===== config.mk =====
export PLATFORM = sky130hd
export DESIGN_NAME = regs_op_sequencer
export DESIGN_NICKNAME = d
export VERILOG_FILES = /design/src/rtl/regs_op_sequencer.sv
export SDC_FILE = /design/constraint.sdc
export NUM_CORES = 1
export LEC_CHECK = 0
export BUFFER_PORTS_ARGS = -buffer_cell sky130_fd_sc_hd__buf_2
export CORE_ASPECT_RATIO = 0.9
export CORE_MARGIN = 1
export CORE_UTILIZATION = 40
export DETAILED_ROUTE_END_ITERATION = 16
export PLACE_DENSITY = 0.67
export SLEW_MARGIN = 5
export SYNTH_ARGS = -nofsm -noshare
export SYNTH_HDL_FRONTEND = slang
export SYNTH_SLANG_ARGS = --single-unit

===== constraint.sdc =====
create_clock -name m_clock -period 5.14 [get_ports m_clock]
set_input_delay 1.028 -clock m_clock [delete_from_list [all_inputs] [get_ports m_clock]]
set_output_delay 1.028 -clock m_clock [all_outputs]
set_load 0.05 [all_outputs]

===== src/rtl/regs_op_sequencer.sv =====
// Command-side sequencer for the 32x8 register file. It accepts one 3-address
// operation at a time, reads its sources, runs the ALU and writes the result back.
module regs_op_sequencer #(
  parameter int DW = 32,
  parameter int AW = 3
) (
  input  logic          m_clock,
  input  logic          p_reset,
  input  logic          op_valid,
  output logic          op_ready,
  input  logic [2:0]    op_code,
  input  logic [AW-1:0] op_dst,
  input  logic [AW-1:0] op_src1,
  input  logic [AW-1:0] op_src2,
  input  logic [DW-1:0] op_imm,
  output logic          done,
  output logic [DW-1:0] result,
  output logic          rf_read_a,
  output logic [AW-1:0] rf_a_addr,
  input  logic [DW-1:0] rf_a,
  output logic          rf_read_b,
  output logic [AW-1:0] rf_b_addr,
  input  logic [DW-1:0] rf_b,
  output logic          rf_write,
  output logic [AW-1:0] rf_in_addr,
  output logic [DW-1:0] rf_in,
  output logic          rf_clear
);

  localparam int SW = $clog2(DW);

  typedef enum logic [1:0] {IDLE, RD, EX, WB} state_t;

  typedef enum logic [2:0] {
    OP_ADD  = 3'b000,
    OP_SUB  = 3'b001,
    OP_AND  = 3'b010,
    OP_OR   = 3'b011,
    OP_XOR  = 3'b100,
    OP_MOVI = 3'b101,
    OP_SHL  = 3'b110,
    OP_CLR  = 3'b111
  } opcode_t;

  state_t  state, state_nxt;
  opcode_t code_q;
  logic [AW-1:0] dst_q, src1_q, src2_q;
  logic [DW-1:0] imm_q, opa_q, opb_q, res_q;

  logic accept;
  logic uses_rf;

  assign accept  = op_valid && (state == IDLE);
  // MOVI and CLR never touch the read ports.
  assign uses_rf = (code_q != OP_MOVI) && (code_q != OP_CLR);

  function automatic logic [DW-1:0] alu(input opcode_t c, input logic [DW-1:0] a,
                                        input logic [DW-1:0] b, input logic [DW-1:0] imm);
    logic [DW-1:0] r;
    // NOTE: defaulting every variable first keeps combinational code latch-free.
    r = '0;
    unique case (c)
      OP_ADD:  r = a + b;
      OP_SUB:  r = a - b;
      OP_AND:  r = a & b;
      OP_OR:   r = a | b;
      OP_XOR:  r = a ^ b;
      OP_MOVI: r = imm;
      OP_SHL:  r = a << b[SW-1:0];
      OP_CLR:  r = '0;
      default: r = '0;
    endcase
    return r;
  endfunction

  // NOTE: sequential state uses non-blocking assignments so every flop samples
  // the pre-edge values regardless of process evaluation order.
  always_ff @(posedge m_clock or posedge p_reset) begin
    if (p_reset) state <= IDLE;
    else         state <= state_nxt;
  end

  always_comb begin
    state_nxt = state;
    unique case (state)
      IDLE:    if (accept) state_nxt = RD;
      RD:      state_nxt = EX;
      EX:      state_nxt = WB;
      WB:      state_nxt = IDLE;
      default: state_nxt = IDLE;
    endcase
  end

  // NOTE: these are a handful of flops, not a memory, so they all take the
  // async reset; a reset mid-operation must leave nothing stale behind.
  always_ff @(posedge m_clock or posedge p_reset) begin
    if (p_reset) begin
      code_q <= OP_ADD;
      dst_q  <= '0;
      src1_q <= '0;
      src2_q <= '0;
      imm_q  <= '0;
      opa_q  <= '0;
      opb_q  <= '0;
      res_q  <= '0;
    end else begin
      if (accept) begin
        code_q <= opcode_t'(op_code);
        dst_q  <= op_dst;
        src1_q <= op_src1;
        src2_q <= op_src2;
        imm_q  <= op_imm;
      end
      // Operands are captured here, so a dst that aliases a source sees the old value.
      if (state == RD) begin
        opa_q <= rf_read_a ? rf_a : '0;
        opb_q <= rf_read_b ? rf_b : '0;
      end
      if (state == EX) res_q <= alu(code_q, opa_q, opb_q, imm_q);
    end
  end

  always_comb begin
    op_ready   = (state == IDLE);
    done       = 1'b0;
    result     = '0;
    rf_read_a  = 1'b0;
    rf_a_addr  = '0;
    rf_read_b  = 1'b0;
    rf_b_addr  = '0;
    rf_write   = 1'b0;
    rf_in_addr = '0;
    rf_in      = '0;
    rf_clear   = 1'b0;
    unique case (state)
      RD: begin
        if (uses_rf) begin
          rf_read_a = 1'b1;
          rf_a_addr = src1_q;
          rf_read_b = 1'b1;
          rf_b_addr = src2_q;
        end
      end
      WB: begin
        done   = 1'b1;
        result = res_q;
        if (code_q == OP_CLR) begin
          rf_clear = 1'b1;
        end else begin
          rf_write   = 1'b1;
          rf_in_addr = dst_q;
          rf_in      = res_q;
        end
      end
      default: ;
    endcase
  end

endmodule


==> impl_results.md <==
- Worst Max-Slew Pin Slew: ~1100 ps
- Avg Cell Area, Syn: ~8.6 um^2
- Dominant synthesized flop cell: dfrtp_1
- Pre-Repair DR Iteration Count: 5
- ANT cells: 0
- DR vias: about 11000
- Post-synth ARST share: 1.000
- Area of the core: 28300 um^2
- DRC viols: 0
- Clk_skew: about 17 ps
- Die H: 164.2 um
- # clock sinks: around 140
- Met3 Wirelength: around 4.2 mm
- Post-route ant nets: 0
- Top Metal Used: met5
- Top-level port count: 190
- Grt total ovfl: 0
- RSZ-0062 raised after global routing: no
- Setup Buffers After CTS: 0
- Count of final hold-check violations: 0
- Final Max Tran Viols: 0
- Setup Viol. Count Final: 0
- Root Driver: clkbuf_16
- Seq cells post-synth: 142
- Worst Setup Start Kind: flop
- Top cell type's share of synthesized area: 0.3040
- Critical Path Slowest Stage Cell: a211oi_1
- CP Max Fanout: 6
- Initial antenna violation count: 1
- Worst path cell trace: nor4_1, nand2_1, or3_1, o41ai_1, xnor2_1, ha_1, a21oi_1, o21ai_0, a211oi_2, nor3_1, o41ai_1, xnor2_1, a211oi_1, a21oi_1
- CP Data Required Time: between 5000 and 6000 ps
- Reg clk slew, reported paths: 70 ps
- Vias per inst: 5.860
- Max-slew headroom: 0.2398
- Nets@finish: ~1700
- Clk_lat worst skew: 450 ps
- Gate Count Post-Synth: about 1400
- Initial Utilization: 0.4130
- Seq/Total Area, Yosys: 0.3040
- Min Tclk post-route: between 4000 and 5000 ps
- Outcome: completed
- Rows: 58
- H-tree depth: 4
- Fmax: 214.2 MHz
- Post-Synthesis Cell Area: roughly 12000 um^2
- CTS tree: done
- Routability cong.: approximately 1.0
- Die X: around 180 um
- Layout cells sized above 1: 0.2284
- Number of global-route vias before repair: between 10000 and 15000
- Fillers: approximately 2800
- Final cycle utilization of the critical path: 0.9083
- CP max stage delay: ~480 ps
- CP bufs+invs: 0
- DP HPWL: between 30 and 40 mm
- Yosys warning total: 0
- Largest net degree at the start of global routing: between 70 and 80
- Worst Setup End Kind: flop
- Post-synth EDFFs: 0
- DP Area: between 10000 and 15000 um^2
- Synth area leaders: dfrtp_1 (30%), ha_1 (11%), mux4_2 (5.6%)
- Max-Cap Viols: 0
- Most common cell in the netlist: nand2_1
- Largest area contributor in the netlist: dfrtp_1
- Top post-synthesis cells by count: nand2_1 (169), dfrtp_1 (142), a21oi_1 (114)
- Setup TNS: 0 ps
- PortBufs: between 150 and 200
- Die area: between 20000 and 30000 um^2
- Synth unique cells: between 60 and 70
- Syn_nets: roughly 1600
- Final wirelength: ~40 mm
- Clock tree buffer depth: 2
- Detailed Route Iter0 Violations: approximately 1100
- Critical Path AT: between 4000 and 5000 ps
- First-pass GRT wire length: between 60 and 70 mm
- Post-route cell area: 13560 um^2
- TritonCTS buffer count: 17
- Min-Delay Path Class: flop to flop
- Routed WL per cell: around 21 um
- M1 WL: a little under 20 mm
- Critical path's top delay family: compound AO/OA/AOI/OAI gates
- Setup Crit Path Kind: flop to flop
- Total GRT Usage: 0.2679
- Met2 wire len: between 15 and 20 mm
- Layout area overhead: 16.05%
==> timing repair <==
action,in CTS,in global routing
endpoints found under the setup margin,0,1
hold buffers,0,0
resized for setup,0,1
==> sequential cells by signal, summed over array words and instances (netlist names) <==
name / flops
imm_q: 32
opb_q: 32
src2_q: 3
state: 2
res_q: 32
dst_q: 3
code_q: 3
opa_q: 32
src1_q: 3
==> worst paths after layout <==
kind	startpoint	cells after the start	slack [ps]	end
hold reg to reg	dst_q[0]$_DFFE_PP0P_	1	500	dst_q[0]$_DFFE_PP0P_
setup / recovery	opb_q[6]$_DFFE_PP0P_	14	470	res_q[26]$_DFFE_PP0P_
min in group asynchronous	p_reset	2	700	src1_q[2]$_DFFE_PP0P_
max in group asynchronous	p_reset	3	3460	res_q[7]$_DFFE_PP0P_
setup reg to reg	opb_q[6]$_DFFE_PP0P_	14	470	res_q[26]$_DFFE_PP0P_
hold / removal	dst_q[0]$_DFFE_PP0P_	1	500	dst_q[0]$_DFFE_PP0P_
==> cells by family after synthesis <==
| kind of cell | Yosys count | synth area share |
|---|---|---|
| simple gates | 400 | 0.1580 |
| compound gates | 376 | 0.2017 |
| buf+inv | 176 | 0.05802 |
| flops | 142 | 0.3040 |
| mux | 106 | 0.1272 |
| fa+ha+maj | 102 | 0.1098 |
| xor+xnor | 55 | 0.04122 |
==> through the flow <==
| step | std cells | setup WS, ps | hold slack [ps] | utilization |
|---|---|---|---|---|
| 3_3_place_gp | 1843 | 657.7 | 479.0 | 0.4579 |
| 3_5_place_dp | 1843 | 517.0 | 487.3 | 0.4579 |
| 2_1_floorplan | 1357 | 302.4 | 465.4 | - |
| 6_report | 1875 | 471.4 | 497.1 | 0.4792 |
| 4_1_cts | 1875 | 478.3 | 503.5 | 0.4790 |
| 5_1_grt | 1875 | 194.6 | 512.2 | 0.4792 |
==> cell type report <==
type,count,area [um^2],share of cell area
inverters,87,331.6,0.02445
clock buffers,17,425.4,0.03137
clock inverters,15,173.9,0.01282
well taps,360,450.4,0.03321
multi-input cells,1039,7485,0.5518
repair buffers,215,1141,0.08413
flip-flops and latches,142,3556,0.2622
==> routing by layer <==
layer  vias up  global-route usage
met5         -                   0
met4         2             0.06417
met3        45             0.07162
met2       555              0.3635
met1      5234              0.4124
li1       5151                   -
==> layout by cell type (no fill, tap or decap), drive strengths merged, types with 39 or more instances in the layout <==
cell	count
o21ai	107
nand2	169
mux2	50
dfrtp	142
and3	41
nor2	97
xnor2	45
a21oi	114
and2	39
ha	101
inv	94
buf	215
Power is not shown: default switching activity piles up to over one toggle a cycle in this logic, so the estimate is an artifact.
